[config.mk]
export PLATFORM = sky130hd
export DESIGN_NAME = clint_multi_hart
export DESIGN_NICKNAME = d
export VERILOG_FILES = /design/src/rtl/clint_pkg.sv /design/src/rtl/clint_tick_gen.sv /design/src/rtl/clint_multi_hart.sv
export SDC_FILE = /design/constraint.sdc
export NUM_CORES = 1
export LEC_CHECK = 0
export BUFFER_PORTS_ARGS = -buffer_cell sky130_fd_sc_hd__buf_2
export CELL_PAD_IN_SITES_DETAIL_PLACEMENT = 1
export CELL_PAD_IN_SITES_GLOBAL_PLACEMENT = 2
export CORE_MARGIN = 3
export CORE_UTILIZATION = 25
export CTS_CLUSTER_DIAMETER = 200
export DETAILED_ROUTE_END_ITERATION = 7
export PLACE_DENSITY = 0.66
export REMOVE_ABC_BUFFERS = 1
export SYNTH_ARGS = -nofsm -noshare
export SYNTH_HDL_FRONTEND = slang
export SYNTH_HIERARCHICAL = 1
export SYNTH_SLANG_ARGS = --single-unit
[constraint.sdc]
create_clock -name aclk -period 2.76 [get_ports aclk]
set_input_delay 0.552 -clock aclk [delete_from_list [all_inputs] [get_ports aclk]]
set_output_delay 0.552 -clock aclk [all_outputs]
set_load 0.01 [all_outputs]
[src/rtl/clint_pkg.sv]
// Shared constants, bus bundles and helpers for the multi-hart CLINT.
// Offsets are byte addresses within the CLINT window.
package clint_pkg;

  localparam int unsigned MAX_HARTS     = 32;
  localparam int unsigned MSIP_BASE     = 32'h0000_0000;
  localparam int unsigned MTIMECMP_BASE = 32'h0000_4000;
  localparam int unsigned MTIME_OFFS    = 32'h0000_BFF8;

  typedef struct packed {
    logic        we;
    logic [31:0] addr;
    logic [63:0] wdata;
    logic [7:0]  be;
  } reg_req_t;

  typedef struct packed {
    logic        rvalid;
    logic [63:0] rdata;
    logic        err;
  } reg_rsp_t;

  function automatic logic [63:0] be_mask(input logic [7:0] be);
    return {{8{be[7]}}, {8{be[6]}}, {8{be[5]}}, {8{be[4]}},
            {8{be[3]}}, {8{be[2]}}, {8{be[1]}}, {8{be[0]}}};
  endfunction

endpackage

[src/rtl/clint_tick_gen.sv]
// mtime tick source: synchronised RTC rising edge or
// a free-running PRESCALE down-counter.
module clint_tick_gen
  import clint_pkg::*;
#(
  parameter int unsigned USE_RTC     = 1,
  parameter int unsigned PRESCALE    = 16,
  parameter int unsigned SYNC_STAGES = 2
) (
  input  logic clk,
  input  logic rst_n,
  input  logic rtc_i,
  output logic tick_o
);

  localparam int unsigned CW =
    (PRESCALE > 1) ? $clog2(PRESCALE) : 1;
  localparam logic [CW-1:0] RELOAD = CW'(PRESCALE - 1);

  logic [SYNC_STAGES-1:0] sync_q, sync_d;
  logic                   prev_q, prev_d;
  logic [CW-1:0]          cnt_q, cnt_d;
  logic                   rtc_tick, pre_tick;

  // shift RTC through synchroniser, edge-detect, count prescaler down
  always_comb begin
    sync_d   = {sync_q[SYNC_STAGES-2:0], rtc_i};
    prev_d   = sync_q[SYNC_STAGES-1];
    rtc_tick = sync_q[SYNC_STAGES-1] & ~prev_q;
    pre_tick = (cnt_q == '0);
    cnt_d    = pre_tick ? RELOAD : cnt_q - 1'b1;
    tick_o   = (USE_RTC != 0) ? rtc_tick : pre_tick;
  end

  // tick-source state
  always_ff @(posedge clk or negedge rst_n) begin
    if (!rst_n) begin
      sync_q <= '0;
      prev_q <= 1'b0;
      cnt_q  <= RELOAD;
    end else begin
      sync_q <= sync_d;
      prev_q <= prev_d;
      cnt_q  <= cnt_d;
    end
  end

endmodule

[src/rtl/clint_multi_hart.sv]
// Core-local interruptor for NR_HARTS harts: shared mtime,
// per-hart mtimecmp/msip, registered timer and software irqs.
module clint_multi_hart
  import clint_pkg::*;
#(
  parameter int unsigned NR_HARTS        = 4,
  parameter int unsigned ADDR_WIDTH      = 16,
  parameter int unsigned USE_RTC         = 1,
  parameter int unsigned PRESCALE        = 16,
  parameter int unsigned RTC_SYNC_STAGES = 2
) (
  input  logic                  aclk,
  input  logic                  aresetn,
  input  logic                  rtc_i,
  input  logic                  req_i,
  input  logic                  we_i,
  input  logic [ADDR_WIDTH-1:0] addr_i,
  input  logic [63:0]           wdata_i,
  input  logic [7:0]            be_i,
  output logic                  rvalid_o,
  output logic [63:0]           rdata_o,
  output logic                  err_o,
  output logic [NR_HARTS-1:0]   timer_irq_o,
  output logic [NR_HARTS-1:0]   ipi_o
);

  localparam int unsigned MSIP_DW  = MSIP_BASE >> 3;
  localparam int unsigned CMP_DW   = MTIMECMP_BASE >> 3;
  localparam int unsigned MTIME_DW = MTIME_OFFS >> 3;

  logic                       unused_addr;
  logic [31:0]                dwi;
  logic [63:0]                wmask;
  logic                       tick;
  logic                       hit_mtime;
  logic                       mapped;
  logic [NR_HARTS-1:0]        hit_cmp, hit_msip;
  logic [NR_HARTS:0][63:0]    rd_acc;
  logic [63:0]                mtime_q, mtime_d;
  reg_rsp_t                   rsp_q, rsp_d;

  assign unused_addr = ^addr_i[2:0];
  assign dwi         = 32'(addr_i[ADDR_WIDTH-1:3]);
  assign wmask       = be_mask(be_i);
  assign hit_mtime   = req_i && (dwi == MTIME_DW);
  assign mapped      = hit_mtime | (|hit_cmp) | (|hit_msip);
  assign rd_acc[0]   = '0;

  clint_tick_gen #(
    .USE_RTC     (USE_RTC),
    .PRESCALE    (PRESCALE),
    .SYNC_STAGES (RTC_SYNC_STAGES)
  ) u_tick (
    .clk    (aclk),
    .rst_n  (aresetn),
    .rtc_i  (rtc_i),
    .tick_o (tick)
  );

  for (genvar g = 0; g < NR_HARTS; g++) begin : g_hart
    localparam int unsigned H   = g;
    localparam bit          ODD = (H % 2) == 1;

    logic [63:0] cmp_q, cmp_d, rd;
    logic        msip_q, msip_d, irq_q, irq_d;
    logic        msip_be, msip_wd;

    assign hit_cmp[g]  = req_i && (dwi == CMP_DW + H);
    assign hit_msip[g] = req_i && (dwi == MSIP_DW + H / 2);
    assign msip_be     = ODD ? be_i[4] : be_i[0];
    assign msip_wd     = ODD ? wdata_i[32] : wdata_i[0];

    // per-hart register update, compare and read contribution
    always_comb begin
      cmp_d = cmp_q;
      if (hit_cmp[g] && we_i)
        cmp_d = (cmp_q & ~wmask) | (wdata_i & wmask);
      msip_d = msip_q;
      if (hit_msip[g] && we_i && msip_be)
        msip_d = msip_wd;
      irq_d = (mtime_q >= cmp_q);
      rd = '0;
      if (hit_cmp[g])
        rd = cmp_q;
      if (hit_msip[g])
        rd = ODD ? {31'b0, msip_q, 32'b0} : {63'b0, msip_q};
    end

    // per-hart state
    always_ff @(posedge aclk or negedge aresetn) begin
      if (!aresetn) begin
        cmp_q  <= '1;
        msip_q <= 1'b0;
        irq_q  <= 1'b0;
      end else begin
        cmp_q  <= cmp_d;
        msip_q <= msip_d;
        irq_q  <= irq_d;
      end
    end

    assign rd_acc[g+1]    = rd_acc[g] | rd;
    assign timer_irq_o[g] = irq_q;
    assign ipi_o[g]       = msip_q;
  end

  // mtime: a bus write wins over a same-cycle tick
  always_comb begin
    mtime_d = mtime_q;
    if (hit_mtime && we_i)
      mtime_d = (mtime_q & ~wmask) | (wdata_i & wmask);
    else if (tick)
      mtime_d = mtime_q + 64'd1;
  end

  // response one cycle after request; writes return zero
  always_comb begin
    rsp_d.rvalid = req_i;
    rsp_d.err    = req_i & ~mapped;
    rsp_d.rdata  = '0;
    if (req_i && !we_i)
      rsp_d.rdata = rd_acc[NR_HARTS] |
                    (hit_mtime ? mtime_q : 64'd0);
  end

  // shared timer and response registers
  always_ff @(posedge aclk or negedge aresetn) begin
    if (!aresetn) begin
      mtime_q <= '0;
      rsp_q   <= '0;
    end else begin
      mtime_q <= mtime_d;
      rsp_q   <= rsp_d;
    end
  end

  assign rvalid_o = rsp_q.rvalid;
  assign rdata_o  = rsp_q.rdata;
  assign err_o    = rsp_q.err;

endmodule

==> results of run 1 <==
[per-stage QoR]
| step | hold WS [ns] | worst slack, ns | cells | TNS, ns |
|---|---|---|---|---|
| 4_1_cts | 0.03959 | 0.003298 | 4257 | 0 |
| 6_report | 0.07619 | 0.04345 | 4259 | 0 |
| 3_5_place_dp | 0.3504 | -0.4613 | 4166 | -1.174 |
| 2_1_floorplan | 0.2564 | -2.016 | 2478 | -140.95 |
| 3_3_place_gp | 0.3459 | -0.3578 | 4166 | -0.6997 |
| 5_1_grt | 0.05674 | -0.07250 | 4257 | -0.1079 |
[timing repair]
action / CTS / global route
endpoints found under the setup margin: 5 / 9
hold endpoints to repair: 24 / 0
gates resized for setup: 28 / 30
hold buffers: 1 / 0
pin swaps: 11 / 6
setup buffers: 1 / 0
[synth_stat cells, types with 5 or more instances]
library cell,n,share of area
sky130_fd_sc_hd__or3_1,10,0.0026
sky130_fd_sc_hd__a41oi_1,5,0.0018
sky130_fd_sc_hd__o21ai_1,79,0.017
sky130_fd_sc_hd__nand3_1,82,0.017
sky130_fd_sc_hd__ha_1,257,0.13
sky130_fd_sc_hd__a22oi_1,62,0.020
sky130_fd_sc_hd__nor3_1,29,0.0061
sky130_fd_sc_hd__inv_1,261,0.041
sky130_fd_sc_hd__dfrtp_1,141,0.15
sky130_fd_sc_hd__and4_1,9,0.0033
sky130_fd_sc_hd__a211o_1,5,0.0018
sky130_fd_sc_hd__a21oi_1,189,0.040
sky130_fd_sc_hd__o21a_1,7,0.0022
sky130_fd_sc_hd__o221a_2,10,0.0047
sky130_fd_sc_hd__nor2_8,8,0.0067
sky130_fd_sc_hd__dfstp_2,256,0.28
sky130_fd_sc_hd__nand2_1,351,0.055
sky130_fd_sc_hd__a222oi_1,64,0.027
sky130_fd_sc_hd__buf_2,41,0.0086
sky130_fd_sc_hd__buf_1,5,0.00079
sky130_fd_sc_hd__clkbuf_1,45,0.0071
sky130_fd_sc_hd__a21o_1,44,0.014
sky130_fd_sc_hd__nor4_1,12,0.0031
sky130_fd_sc_hd__nor2b_1,10,0.0026
sky130_fd_sc_hd__nor2_1,122,0.019
sky130_fd_sc_hd__a211oi_1,24,0.0076
sky130_fd_sc_hd__o211ai_1,12,0.0038
sky130_fd_sc_hd__mux2_2,8,0.0038
sky130_fd_sc_hd__buf_4,10,0.0031
sky130_fd_sc_hd__nand2b_1,5,0.0013
sky130_fd_sc_hd__mux2i_1,8,0.0034
sky130_fd_sc_hd__and2_1,5,0.0013
sky130_fd_sc_hd__buf_6,9,0.0042
sky130_fd_sc_hd__nor2_2,12,0.0031
sky130_fd_sc_hd__nand4_1,69,0.018
sky130_fd_sc_hd__o21ai_0,220,0.046
sky130_fd_sc_hd__and3_1,19,0.0050
sky130_fd_sc_hd__o22ai_1,14,0.0037
[cell type report]
class | count | area (µm²) | area share
clock inverters | 14 | 173.9 | 0.005809
flip-flops and latches | 397 | 10260 | 0.3426
repair buffers | 434 | 3151 | 0.1052
multi-input cells | 1820 | 12350 | 0.4126
well taps | 1254 | 1569 | 0.05240
inverters | 261 | 979.7 | 0.03272
diodes | 2 | 5.005 | 0.0001672
clock buffers | 77 | 1454 | 0.04856
[critical path: cells and delay by family (launching register included)]
kind	cells	cell delay (ns)
AO/OA/AOI/OAI	6	1.22
AND/OR/NAND/NOR	1	0.32
flip-flops	1	0.53
buffers and inverters	2	0.22
adder cells (fa/ha/maj)	1	0.31
[per-layer routing]
| metal | GRT usage | share of wire | up-vias |
|---|---|---|---|
| li1 | - | - | 10080 |
| met5 | 0 | 0.00027 | - |
| met4 | 0.04812 | 0.024 | 4 |
| met3 | 0.02965 | 0.053 | 132 |
| met2 | 0.3274 | 0.48 | 540 |
| met1 | 0.2588 | 0.44 | 11160 |
[how the worst max path moves through the flow]
| stage | end | startpoint | slack, ns | cells past startpoint |
|---|---|---|---|---|
| finish | g_hart[2].irq_q$_DFF_PN0_ | register | 0.04 | 10 |
| global route | g_hart[2].irq_q$_DFF_PN0_ | register | -0.07 | 10 |
| CTS | g_hart[0].irq_q$_DFF_PN0_ | register | 0.003 | 9 |
| detailed placement | g_hart[2].irq_q$_DFF_PN0_ | register | -0.46 | 11 |
| global placement | g_hart[2].irq_q$_DFF_PN0_ | register | -0.36 | 11 |
| floorplan | register | addr_i[5] | -2.02 | 7 |
[cells by family (layout without fill, tap and decap cells)]
kind of cell / Yosys count / count (layout) / share of synthesized area
AO/OA/AOI/OAI: 768 / 768 / 0.2000
XOR/XNOR: 2 / 2 / 0.0007342
adder cells (fa/ha/maj): 257 / 257 / 0.1348
buffers and inverters: 372 / 786 / 0.06512
flip-flops: 397 / 397 / 0.4297
multiplexers: 17 / 17 / 0.007603
other: 0 / 2 / 0
AND/OR/NAND/NOR: 776 / 776 / 0.1620
[report_power, final]
group	switching [µW]	leakage, µW	internal, µW	total, µW
Sequential	66.2	0.00452	5900	5970
Combinational	692	0.00969	360	1050
Clock	2700	0.000804	3970	6670
==> run summary, run 1 <==
The final standard cell utilization of the core is 0.3184. The number of warnings reported in the yosys synthesis log is 6. The clock net in this run drives a total of 397 sinks.

The data arrival time of the worst path is 3.20 ns. The number of global-route vias before repair was 23610. The mean cell area of the mapped netlist is 9.217 µm². For hold timing, the worst endpoint is u_tick/sync_q[0]$_DFF_PN0_. The die covers around 99000 µm².

The cell count of the worst reg-to-reg path came out at 10. The portion of the post-synthesis area used by sequential elements came out at 0.4297. The clock passes through at most 3 buffers. The run finished, with violations left. The later pin in the worst-skew pair is clocked with a latency of 0.60 ns. The master of the slowest instance on the critical path is sky130_fd_sc_hd__dfstp_2. The fill cell instance count of the final layout came out at 10930.

For this run, design rule violations remaining after detail routing come to 3. The number of hold violations in the final report is 0. During I/O placement, the number of pins put on the boundary was 167. The via density per instance is 5.145. The power density over the cells is 457.3 nW/µm². The placer's final routability congestion estimate came out at roughly 0.89. The H-tree was split into 2 levels. The pin count of the biggest net entering global routing came out at 80. The netlist uses 77 different library cells.

The remaining global-route overflow came out at 0. The max-slew violation total from the final report is 0. The placed instances occupy a cell area of between 20000 and 30000 µm². The first global-routing pass estimated 147.4 mm of wire. The dominant register cell in the synthesized netlist is sky130_fd_sc_hd__dfstp_2. The detailed-router iteration count before antenna repair is 8. The synthesized design contains 0 enable-type register cells. Setup repair after global routing could not meet its margin everywhere. The startpoint type of the worst setup path is a register. The number of cells on the worst hold path came out at 1.

The number of placement rows came out at 112. The power after layout came out at 13690 µW. The path class of the tightest hold or removal check is input port to register. The area growth from synthesis to layout is 25.47%. The number of buffers inserted during clock tree synthesis came out at 49.

The critical-path maximum fanout came out at 3. Dividing the detail-routed wire length by the instance count gives ~23 µm. Leaving out fill and tap cells, the most frequent cells in the layout are sky130_fd_sc_hd__nand2_1, sky130_fd_sc_hd__inv_1, sky130_fd_sc_hd__dfstp_2, sky130_fd_sc_hd__ha_1, sky130_fd_sc_hd__buf_4. The gate count after technology mapping is between 2000 and 3000. The quantity of I/O buffers inserted on ports came out at 163. The die span in x came out at 315.0 µm. The synthesized area came out at 23860 µm². The class of the most critical setup path is register to register.

The longest individual stage delay on the worst path is 0.53 ns. The total number of nets in the final design is 3313. The worst-case IR drop observed on VDD is 0.5054 mV. The checks that failed: design-rule violations.

The initial cell density of the core is 0.2538. The area of the core is 94030 µm². The max-cap check violation count is 0. The die outline height is 315.0 µm.

Derived from the worst setup path, the maximum achievable clock frequency is 0.3681 GHz. In this run the tightest slew margin relative to its limit is 0.4236. For this block, the initial DRC count from the detailed router was 1601.

The initial antenna violation count is 5. The count of nets left with antenna violations once routing finished came out at 0. The smallest clock period supported by the final layout is computed as 2.717 ns. The share of post-route cells with drive strength above 1 came out at 0.2894. The actual slew at the worst max-slew pin is 0.8594 ns. The startpoint identified for the worst hold timing path is rtc_i. The total wire length is 97.10 mm. The number of failing setup endpoints in the final timing report is 0.

The critical path endpoint category is a register. TritonCTS built the clock tree. The total routing resource utilization after global routing came out at 0.1939.

The final standard cell area without fillers came out at 29940 µm². Across all register-to-register paths, the minimum setup slack is 0.04 ns. The register bit total from synthesis is 397. Clock tree synthesis selected as its root buffer the cell sky130_fd_sc_hd__clkbuf_16.

The post-route fraction of the period consumed by the critical path is 0.9843. The routed via count is 21910. After clock tree synthesis, the clock-pin slew on the worst setup and hold paths is approximately 0.060 ns. Leaving out fill and tap cells, the most frequent cell in the layout is sky130_fd_sc_hd__nand2_1. For this design the static power due to leakage is 0.01501 µW.

The async set-or-reset flop fraction in the synthesized netlist is 1.000. Once detailed placement completed, the half-perimeter wirelength came to 75.49 mm. The terminus of the critical flop-to-flop path is g_hart[2].irq_q$_DFF_PN0_.

The clock skew after layout came out at 0.02234 ns. Traced cell by cell, the critical path runs through inv_1 > ha_1 > a21oi_1 > o21ai_0 > a2111oi_2 > buf_4 > a211oi_4 > o311ai_4 > a211oi_1 > or3_1. The critical path data required time came out at 3.24 ns.
(Power assumes the default switching activity.)
==> inputs of run 2 (changes only) <==
CELL_PAD_IN_SITES_DETAIL_PLACEMENT = unset   (was 1)
CELL_PAD_IN_SITES_GLOBAL_PLACEMENT = unset   (was 2)
PLACE_DENSITY = 0.5   (was 0.66)
==> run summary, run 2 (same netlist as run 1, synthesis figures left out) <==
The first global-routing pass estimated 134.1 mm of wire. The critical-path maximum fanout is 7. Of the total power, combinational logic draws 0.075. For flop-to-flop paths, the worst setup slack is 0.05 ns. Setup violations remaining at the end of the flow were counted as 0.

The startpoint type of the worst setup path is a register. The die outline height came out at 315.0 µm. Static timing analysis puts the maximum clock frequency at 0.3693 GHz. The H-tree depth is 2. In the final design database the tool counted approximately 3300 nets.

The count of routing violations after the opening detailed-route iteration came out at between 1500 and 2000. The power after layout came out at 13380 µW. The path with the worst hold slack has its endpoint at u_tick/sync_q[0]$_DFF_PN0_. The floorplan has 112 rows. The initial antenna violation count came out at 15. The worst hold path startpoint is rtc_i. In the layout the commonest cells are sky130_fd_sc_hd__nand2_1, sky130_fd_sc_hd__inv_1, sky130_fd_sc_hd__dfstp_2, sky130_fd_sc_hd__ha_1, sky130_fd_sc_hd__buf_4. Setup repair after global routing could not meet its margin everywhere. The longest individual stage delay on the worst path came out at roughly 0.4 ns. The detailed-router iteration count before antenna repair came out at 6. The share of post-route cells with drive strength above 1 is 0.3024.

Wires add up to 89.16 mm. The HPWL reported at the end of detailed placement is around 68 mm. Data on the critical path is required at its endpoint by 3.22 ns. The data arrival time of the worst path is between 3 and 4 ns. The full die area is 99190 µm². The detailed-route wire length per cell came out at between 20 and 25 µm. The number of buffers inserted during clock tree synthesis is 47. The critical path goes through buf_4 > ha_1 > nand4_1 > nor4_1 > buf_4 > a22o_1 > nor4_1 > buf_4 > a211oi_2 > or3_1. The internal power summed over all cells came out at approximately 10000 µW. The worst vdd rail ir drop is 0.3813 mV.

The number of clock sinks is 397. Among the stages of the critical path, the cell type that occurs most often is sky130_fd_sc_hd__buf_4. The min-delay analysis places its worst path in the category input port to register.

The run finished with clean final reports. The tree is rooted in a sky130_fd_sc_hd__clkbuf_16. The worst slew margin relative to its limit came out at 0.5907. In this run the remaining antenna-violating nets after routing total 0.

The number of global-route vias before repair is 21130. On the critical path, the stage with the largest delay is an instance of sky130_fd_sc_hd__dfrtp_1. The count of pins on the block boundary came out at 167. The total routing resource utilization after global routing came out at 0.1766. Of the available clock period, the critical path in the final layout requires 0.9811. The clock skew after layout came out at 0.02407 ns. The number of hold violations in the final report came to 0.

Of the total power, the share spent switching nets is 0.2527. The cell count of the worst reg-to-reg path came out at 10. The max-slew violation total from the final report came out at 0. STA classifies the critical path endpoint as a register. The minimum period implied by the final worst setup slack is between 2 and 3 ns. The sequential group share of total power came out at 0.446.

The routed via count is 21160. In this run the deepest clock path goes through 3 buffers. The clock-pin slew on the worst setup and hold paths is about 0.060 ns.

The die span in x came out at 315.0 µm. The clock network fraction of total power came out at 0.479. The terminus of the critical flop-to-flop path is g_hart[2].irq_q$_DFF_PN0_. The initial cell density of the core came out at 0.2538. The net switching power figure came out at roughly 3400 µW. Entering global routing, the biggest net connects 67 pins.

For this run, design rule violations remaining after detail routing come to 0. The critical path in this run is classified as register to register. The setup TNS came out at 0 ns. Max-cap violations in this run came to 0. The clock latency on the worst-skew pair is 0.60 ns. Counting instances, the worst hold path has a depth of 1. The power density over the cells came out at 444.1 nW/µm². The quantity of I/O buffers inserted on ports came out at 163. The leakage power of the design came out at 0.01491 µW.

The via density per instance came out at 4.975. TritonCTS built the clock tree. At the pin with the least slew margin, the transition time is approximately 0.61 ns. The total area inside the core boundary comes to 94030 µm². The remaining global-route overflow is 0. Routability-driven placement finished with a final weighted congestion of 0.8785.

Leaving out fill and tap cells, the most frequent cell in the layout is sky130_fd_sc_hd__nand2_1. The relative area change from synthesis to final layout is 26.28%.
-- run 2: changes by cell type in the layout (fill, tap and decap cells not counted), sizes merged --
cell / change
clkinv: +4
clkinvlp: +1
inv: -1
clkbuf: -6
bufinv: -2
diode: +3
buf: -6
-- run 2: timing repair --
item                                   4_1_cts  5_1_grt
gates resized for setup                     44       52
gates cloned                                 0        0
buffers inserted                             2       11
endpoints found under the hold margin       18        0
setup endpoints to repair                    3       13
hold buffers                                 1        0
pin swaps                                   14       17
-- run 2: cell type report --
type	instances	area (µm²)
well taps	1254	1569
clock buffers	71	1429
repair buffers	428	3181
inverters	261	979.7
clock inverters	16	136.4
flip-flops and latches	397	10270
fillers	9761	63900
multi-input cells	1820	12550
diodes	5	12.51
-- run 2: metrics by stage --
step                utilization  hold WS, ns  std cells  setup WS [ns]  instance area (µm²)
detailed placement       0.2972       0.3426       4147        -0.6114                27940
finish                   0.3205      0.05930       4252        0.05209                30140
global placement         0.2972       0.3333       4147        -0.5951                27940
floorplan                     -       0.2564       2478         -2.016                23290
CTS                      0.3164      0.02139       4237       -0.01211                29750
global route             0.3204      0.03177       4247       -0.03257                30120
-- run 2: critical path: cells and delay by family (launching register included) --
family | cells | cell delay, ns
fa+ha+maj | 1 | 0.33
simple gates | 4 | 0.98
flops | 1 | 0.41
compound gates | 2 | 0.26
buf+inv | 3 | 0.59
-- run 2: routing by layer --
layer  vias up  GRT usage  part of all wire
li1      10090          -                 -
met1     10330     0.2512              0.47
met2       598     0.2802              0.45
met3       130    0.02997             0.062
met4         8    0.03805             0.020
met5         -          0           0.00062
-- run 2: how the worst max path moves through the flow --
stage	startpoint	slack (ns)	to	depth (start not counted)
floorplan	addr_i[5]	-2.02	register	7
global placement	register	-0.60	g_hart[2].irq_q$_DFF_PN0_	11
detailed placement	register	-0.61	g_hart[2].irq_q$_DFF_PN0_	11
CTS	register	-0.01	g_hart[0].irq_q$_DFF_PN0_	9
global route	register	-0.03	g_hart[2].irq_q$_DFF_PN0_	10
finish	register	0.05	g_hart[2].irq_q$_DFF_PN0_	10
-- run 2: power by group through the flow --
| stage | sequential (µW) | combinational (µW) | clock, µW |
|---|---|---|---|
| final | 5970 | 1000 | 6410 |
| after global routing | 5980 | 1100 | 6840 |
| after CTS | 5970 | 993 | 6610 |
| after detailed placement | 6070 | 985 | 0 |
| after global placement | 6070 | 981 | 0 |
| after floorplan | 6090 | 309 | 0 |
